--- src/rtl/multi_way_traffic_lights.sv ---
// Junction controller sequencing NUM_WAYS approaches one at a time, with optional
// demand actuation, a run-enable hold and a flashing-amber fault/night mode.
module multi_way_traffic_lights #(
    parameter int NUM_WAYS      = 4,
    parameter int RA_CYCLES     = 2,
    parameter int GREEN_CYCLES  = 8,
    parameter int AMBER_CYCLES  = 3,
    parameter int ALLRED_CYCLES = 2,
    parameter int FLASH_CYCLES  = 4,
    parameter int DEMAND_MODE   = 0
) (
    input  logic                        clk,
    input  logic                        rst,
    input  logic                        en,
    input  logic                        flash,
    input  logic [NUM_WAYS-1:0]         req,
    output logic [3*NUM_WAYS-1:0]       lights,
    output logic [$clog2(NUM_WAYS)-1:0] active_way,
    output logic [1:0]                  phase
);

    localparam int WAY_W   = $clog2(NUM_WAYS);
    localparam int MAX_RG  = (RA_CYCLES > GREEN_CYCLES) ? RA_CYCLES : GREEN_CYCLES;
    localparam int MAX_AA  = (AMBER_CYCLES > ALLRED_CYCLES) ? AMBER_CYCLES : ALLRED_CYCLES;
    localparam int MAX_CYC = (MAX_RG > MAX_AA) ? MAX_RG : MAX_AA;
    localparam int TMR_W   = $clog2(MAX_CYC + 1);
    localparam int FLS_W   = $clog2(FLASH_CYCLES + 1);

    localparam logic [TMR_W-1:0] T_RA    = TMR_W'(RA_CYCLES);
    localparam logic [TMR_W-1:0] T_GREEN = TMR_W'(GREEN_CYCLES);
    localparam logic [TMR_W-1:0] T_AMBER = TMR_W'(AMBER_CYCLES);
    localparam logic [TMR_W-1:0] T_AR    = TMR_W'(ALLRED_CYCLES);
    localparam logic [TMR_W-1:0] T_ONE   = TMR_W'(1);
    localparam logic [FLS_W-1:0] F_LAST  = FLS_W'(FLASH_CYCLES - 1);

    typedef enum logic [1:0] {
        ALL_RED   = 2'd0,
        RED_AMBER = 2'd1,
        GREEN     = 2'd2,
        AMBER     = 2'd3
    } phase_t;

    phase_t              r_phase;
    logic [WAY_W-1:0]    r_way;
    logic [TMR_W-1:0]    r_timer;
    logic [NUM_WAYS-1:0] r_pending;
    logic [FLS_W-1:0]    r_flashCnt;
    logic                r_flashOn;
    logic                r_flashMode;

    phase_t              w_phaseNext;
    logic [WAY_W-1:0]    w_wayNext;
    logic [TMR_W-1:0]    w_timerNext;
    logic [NUM_WAYS-1:0] w_pendingNext;
    logic [FLS_W-1:0]    w_flashCntNext;
    logic                w_flashOnNext;
    logic                w_flashModeNext;

    logic [NUM_WAYS-1:0] w_reqSet;
    logic [NUM_WAYS-1:0] w_demand;
    logic [NUM_WAYS-1:0] w_servedClr;
    logic [WAY_W-1:0]    w_selWay;
    logic [WAY_W-1:0]    w_idx;
    logic                w_found;

    // Requests from the way currently in green are dropped; the demand set includes
    // this cycle's requests so an idle junction can start on the same edge.
    always_comb begin
        w_reqSet = '0;
        for (int i = 0; i < NUM_WAYS; i++)
            w_reqSet[i] = req[i] && !(r_phase == GREEN && r_way == WAY_W'(i));
        w_demand = r_pending | w_reqSet;
        w_found  = 1'b0;
        w_selWay = r_way;
        w_idx    = '0;
        if (DEMAND_MODE == 0) begin
            w_found  = 1'b1;
            w_selWay = (r_way == WAY_W'(NUM_WAYS - 1)) ? '0 : r_way + 1'b1;
        end else begin
            for (int k = 1; k <= NUM_WAYS; k++) begin
                w_idx = WAY_W'((int'(r_way) + k) % NUM_WAYS);
                if (!w_found && w_demand[w_idx]) begin
                    w_found  = 1'b1;
                    w_selWay = w_idx;
                end
            end
        end
    end

    always_comb begin
        w_phaseNext     = r_phase;
        w_wayNext       = r_way;
        w_timerNext     = r_timer;
        w_flashModeNext = r_flashMode;
        w_flashOnNext   = r_flashOn;
        w_flashCntNext  = r_flashCnt;
        w_servedClr     = '0;
        if (flash) begin
            w_flashModeNext = 1'b1;
            w_phaseNext     = ALL_RED;
            w_timerNext     = T_AR;
            if (!r_flashMode) begin
                w_flashOnNext  = 1'b1;
                w_flashCntNext = '0;
            end else if (r_flashCnt == F_LAST) begin
                w_flashOnNext  = ~r_flashOn;
                w_flashCntNext = '0;
            end else begin
                w_flashCntNext = r_flashCnt + 1'b1;
            end
        end else if (r_flashMode) begin
            // Leaving flash spends this edge re-arming a full all-red clearance.
            w_flashModeNext = 1'b0;
            w_flashOnNext   = 1'b0;
            w_flashCntNext  = '0;
        end else if (en) begin
            if (r_timer == T_ONE) begin
                case (r_phase)
                    ALL_RED: begin
                        if (w_found) begin
                            w_phaseNext = RED_AMBER;
                            w_wayNext   = w_selWay;
                            w_timerNext = T_RA;
                        end
                    end
                    RED_AMBER: begin
                        w_phaseNext        = GREEN;
                        w_timerNext        = T_GREEN;
                        w_servedClr[r_way] = 1'b1;
                    end
                    GREEN: begin
                        w_phaseNext = AMBER;
                        w_timerNext = T_AMBER;
                    end
                    AMBER: begin
                        w_phaseNext = ALL_RED;
                        w_timerNext = T_AR;
                    end
                endcase
            end else begin
                w_timerNext = r_timer - 1'b1;
            end
        end
        if (DEMAND_MODE == 0)
            w_pendingNext = '0;
        else
            w_pendingNext = (r_pending | w_reqSet) & ~w_servedClr;
    end

    always_ff @(posedge clk or posedge rst) begin
        if (rst) begin
            r_phase     <= ALL_RED;
            r_way       <= WAY_W'(NUM_WAYS - 1);
            r_timer     <= T_AR;
            r_pending   <= '0;
            r_flashCnt  <= '0;
            r_flashOn   <= 1'b0;
            r_flashMode <= 1'b0;
        end else begin
            r_phase     <= w_phaseNext;
            r_way       <= w_wayNext;
            r_timer     <= w_timerNext;
            r_pending   <= w_pendingNext;
            r_flashCnt  <= w_flashCntNext;
            r_flashOn   <= w_flashOnNext;
            r_flashMode <= w_flashModeNext;
        end
    end

    always_comb begin
        lights = '0;
        for (int i = 0; i < NUM_WAYS; i++) begin
            if (r_flashMode)
                lights[3*i +: 3] = r_flashOn ? 3'b010 : 3'b000;
            else if (r_way == WAY_W'(i)) begin
                case (r_phase)
                    ALL_RED:   lights[3*i +: 3] = 3'b100;
                    RED_AMBER: lights[3*i +: 3] = 3'b110;
                    GREEN:     lights[3*i +: 3] = 3'b001;
                    AMBER:     lights[3*i +: 3] = 3'b010;
                endcase
            end else
                lights[3*i +: 3] = 3'b100;
        end
        active_way = r_way;
        phase      = r_phase;
    end

endmodule

--- config.mk ---
export PLATFORM = sky130hd
export DESIGN_NAME = multi_way_traffic_lights
export DESIGN_NICKNAME = d
export VERILOG_FILES = /design/src/rtl/multi_way_traffic_lights.sv
export SDC_FILE = /design/constraint.sdc
export NUM_CORES = 1
export LEC_CHECK = 0
export BUFFER_PORTS_ARGS = -buffer_cell sky130_fd_sc_hd__buf_2
export CAP_MARGIN = 20
export CORE_MARGIN = 2
export CORE_UTILIZATION = 35
export CTS_CLUSTER_SIZE = 20
export DETAILED_ROUTE_END_ITERATION = 10
export SLEW_MARGIN = 20
export SYNTH_ARGS = -nofsm -noshare
export SYNTH_HDL_FRONTEND = slang
export SYNTH_SLANG_ARGS = --single-unit
--- constraint.sdc ---
create_clock -name clk -period 1.9 [get_ports clk]
set_input_delay 0.19 -clock clk [delete_from_list [all_inputs] [get_ports clk]]
set_output_delay 0.19 -clock clk [all_outputs]
set_load 0.05 [all_outputs]
After elaboration in Yosys (flattened, before gate mapping). Index checks and enable logic that the tools add are counted.

Output and inout bits: 16. Flip-flop bits (word level): 13. Logic and storage cells: 62. Input bits: 8.

Muxes and demuxes: 30. Add/sub/neg operators: 3. Reductions and logical operators: 10. Equality and inequality tests: 10. Bitwise operators: 3.

Operator list (count): two-way mux 3 bit (12); two-way mux 4 bit (4); two-way mux 2 bit (6); one-hot mux 3 bit (4 select lines) (1); one-hot mux 4 bit (3 select lines) (1); equality test 2 bit (second input constant) (4); one-hot mux 2 bit (4 select lines) (1); nonzero test 2 bit (3); two-way mux 1 bit (5); AND reduction 5 bit (1); equality test 2 x 1 -> 1 bit (second input constant) (2); equality test 4 x 1 -> 1 bit (second input constant) (1); zero test 2 bit (2); AND reduction 2 bit (2); subtractor 4 x 1 -> 4 bit (second input constant) (1); adder 3 x 1 -> 3 bit (second input constant) (1); equality test 3 x 2 -> 1 bit (second input constant) (1); != test 3 x 2 -> 1 bit (second input constant) (1); inverter 1 bit (3); AND reduction 3 bit (1); adder 2 x 1 -> 2 bit (second input constant) (1); != test 2 bit (second input constant) (1); OR reduction 2 bit (1).

Longest topological paths before layout.
Depth after elaboration: 7. Depth in mapped cells: 5.

Worst setup path after synthesis. No wires, ideal clock.

Path type: register to output. Start: reg r_way[0], in the netlist active_way[0]. End: out lights[2]. Path buffers: 0. Data arrival time: 1.805 ns. Cell stages (with the launch flop): 4. Setup slack: -0.095 ns. Cells stage by stage: dfstp_2 -> inv_1 -> ha_1 -> a21oi_1.

Longest elaborated chain between the ends: 3.

RTL lines: start, declared (line 44) `logic [WAY_W-1:0] r_way;`; start signal, assigned (line 153) `r_way <= WAY_W'(NUM_WAYS - 1);`; start signal, assigned (line 161) `r_way <= w_wayNext;`; zero test 2 bit (line 175) `else if (r_way == WAY_W'(i)) begin`; two-way mux 3 bit (line 175); two-way mux 3 bit (line 173) `if (r_flashMode)`; end, declared (line 17) `output logic [3*NUM_WAYS-1:0] lights,`.

Every way passes these cells.

Worst setup path in the final report.
Start: reg r_phase[0], in the netlist phase[0]. End: out lights[3].

Longest elaborated chain between the ends: 4. Elaborated cells between the ends (all ways): 7. Classes of those cells: 3 x eq/ne; 3 x mux; 1 x reduce/logical.

RTL lines: start, declared (line 43) `phase_t r_phase;`; start signal, assigned (line 160) `r_phase <= w_phaseNext;`; equality test 2 bit (tied with other cells) (line 176) `case (r_phase)`; one-hot mux 3 bit (4 select lines) (*) (line 176); two-way mux 3 bit (*) (line 175); two-way mux 3 bit (*) (line 173).

Mark *: on every way between the ends. The rest lies on a longest branch, timed or not.

==> impl_metrics.toml <==
[yosys]
syn_area_per_cell_um2 = 9.27
ys_seq_elements = 13
yosysMostFrequentCell = "nand2_1"
synthCells = 98
synth_largest_area_cell = "dfrtp_1"
yosysTopAreaCellShare_pct = 27.5
yosysWarnings = 0
ys_types = 29
dominantRegCellSynth = "dfrtp_1"
synth_edf_count = 0
synthArstFlopShare_pct = 100
syn_area_um2 = 908
synth_area_leaders = "dfrtp_1, ha_1, dfstp_2"
synthTopCellsByCount = "nand2_1, ha_1, dfrtp_1"
ys_seq_area_share_pct = 36.2
synth_nets = 118

[critical_path]
crit_path_end_kind = "output pin"
worstPathRequired_ns = 1.71
path_delay_family = "flip-flops"
crit_path_cell_trace = "inv_1 -> ha_1 -> nor2b_2 -> and2_1 -> clkbuf_4"
worst_path_max_delay_cell = "dfrtp_2"
cp.arrival_ns = 1.57
path_max_fanout = 6
startpoint_type = "register"
worstSetupPathType = "register to output pin"
crit_buf_inv = 2
max_stage_delay_ns = 0.44

[routing]
firstDrtPassIters = 4
drc = 0
drt-initial-drc-count = 12
wl_mm = 1.72
routedWlPerCell_um = 11.4
vias = 729
ant_nets = 0
viasPerCell = 4.86

[cts]
clock_sinks = 13
postCtsSetupRepairBufs = 0
cts-root-buf = "clkbuf_4"
clock_path_buffers = 2
numCtsBuffers = 3
cts_tree = "done"
h-tree-depth = 1
worstSkewPairLatency_ns = 0.28
clkTransAtPathRegs_ns = 0.08

[die]
die-width_um = 54.9
initial_utilization_pct = 36.7
io_pins = 24
rows = 18
die-area_um2 = 3020
die_y_um = 54.9
core_um2 = 2480

[run]
max_cap_violations = 0

[placement]
io_buffers = 19
dp_hpwl_mm = 1.35
post-place-ws_ns = 0.286
place.gp.congestion = 0.733

[power_and_ir_drop]
leakagePower_uw = 0.000544
power_uw = 647
vdd_ir_drop_max_v = 0.000361
p_per_area_nw_per_um2 = 599

[timing]
rsz0062_at_grt = "no"
skew_ns = 0.00432
fin_crit_ns = 1.76
setup_viol = 0
maxSlewHeadroom_pct = 66.8
worst_slack_ns = 0.141
final.period_utilization_pct = 92.6
slew_viol_final = 0
fmax_mhz = 569
tightest_slew_ns = 0.497
hold_viol = 0

[global_route]
globalRouteTotalUtil_pct = 13.9
overflow = 0
antenna_found_initial = 0
grt_max_degree = 15
grt_pass1_wl_mm = 2.99
grt_pass1_vias = 677

[run_status]
status = "completed"

[cells_and_area]
areaGrowthSynthToFinish_pct = 19.0
multiInputGateArea_um2 = 538
final_nets = 141
n_antenna_cell = 0
drive_gt1_share_pct = 28.3
fill_cells = 252
area.sequential_um2 = 330

[min_path]
hp-class = "input pin to register"
[routing by layer]
metal  share of wire (%)  global-route usage (%)  vias up
li1                    -                       -      372
met3                 5.4                    2.42        5
met5                   0                       0        -
met2                  44                    23.4       21
met1                  48                    17.5      331
met4                 1.9                    6.10        0
[report_power, final]
part,switching (uW),internal [uW]
Combinational,109,48.5
Sequential,19.7,297
Clock,91.6,81.5
[worst paths after layout]
check	startpoint	to	slack [ns]	depth (start not counted)
setup / recovery	phase[0]$_DFFE_PP0P_	lights[3]	0.14	5
max in group asynchronous	rst	phase[0]$_DFFE_PP0P_	1.07	3
min in group asynchronous	rst	phase[1]$_DFFE_PP0P_	0.47	3
setup reg to reg	r_timer[0]$_DFFE_PP0P_	r_timer[1]$_DFFE_PP1P_	0.26	4
hold / removal	flash	r_flashMode$_DFF_PP0_	0.15	1
hold reg to reg	r_flashCnt[2]$_DFFE_PP0P_	r_flashCnt[2]$_DFFE_PP0P_	0.51	1
[area by class of cell]
| class | instances | share of cell area, % |
|---|---|---|
| Sequential cell | 13 | 30.6 |
| Clock buffer | 4 | 2.43 |
| Tap cell | 30 | 3.47 |
| Multi-Input combinational cell | 74 | 49.8 |
| Inverter | 9 | 3.12 |
| Timing Repair Buffer | 20 | 10.6 |
[sequential cells by signal, indices dropped and copies added, names as in the netlist]
name and cells:
r_flashCnt 3, phase 2, r_flashMode 1, r_timer 4, active_way 2, r_flashOn 1
[stage by stage]
| stage | cells | hold WS (ns) | setup TNS, ns | util [%] | cell area [um^2] |
|---|---|---|---|---|---|
| floorplan | 98 | 0.0648 | -0.366 | - | 908 |
| global placement | 145 | 0.244 | 0 | 41.6 | 1030 |
| detailed placement | 145 | 0.248 | 0 | 41.6 | 1030 |
| CTS | 150 | 0.141 | 0 | 43.1 | 1070 |
| global route | 150 | 0.145 | 0 | 43.6 | 1080 |
| finish | 150 | 0.147 | 0 | 43.6 | 1080 |
[cells by family (layout without fill, tap and decap cells)]
| logic type | after synthesis | count (layout) | synth area share (%) |
|---|---|---|---|
| fa+ha+maj | 12 | 12 | 16.5 |
| flops | 13 | 13 | 36.2 |
| buf+inv | 11 | 33 | 4.82 |
| mux | 6 | 6 | 7.30 |
| compound gates | 18 | 18 | 12.5 |
| simple gates | 38 | 38 | 22.6 |
[cells in the final DEF (no fill, tap or decap), types with 2 or more instances in the layout]
master    instances
buf_2            15
nand2_1          13
ha_1             12
inv_1             9
dfrtp_1           9
nor2_1            8
a21oi_1           6
clkbuf_4          6
o21ai_0           4
and2_1            4
mux2_2            3
dfstp_2           3
nand2b_1          2
nor2b_1           2
a22o_1            2
a31oi_1           2
mux2_1            2
[worst register-to-register path: stages (launching register included)]
cell and delay [ns]:
dfrtp_1 0.43, ha_1 0.22, nor3b_1 0.40, mux2_2 0.38
o21ai_0 0.14
[timing repair]
item,4_1_cts,5_1_grt
hold buffers,1,0
endpoints found under the setup margin,0,8
hold endpoints to repair,10,0
gates resized for setup,0,7
No activity file was read; power rests on OpenSTA's default activity.
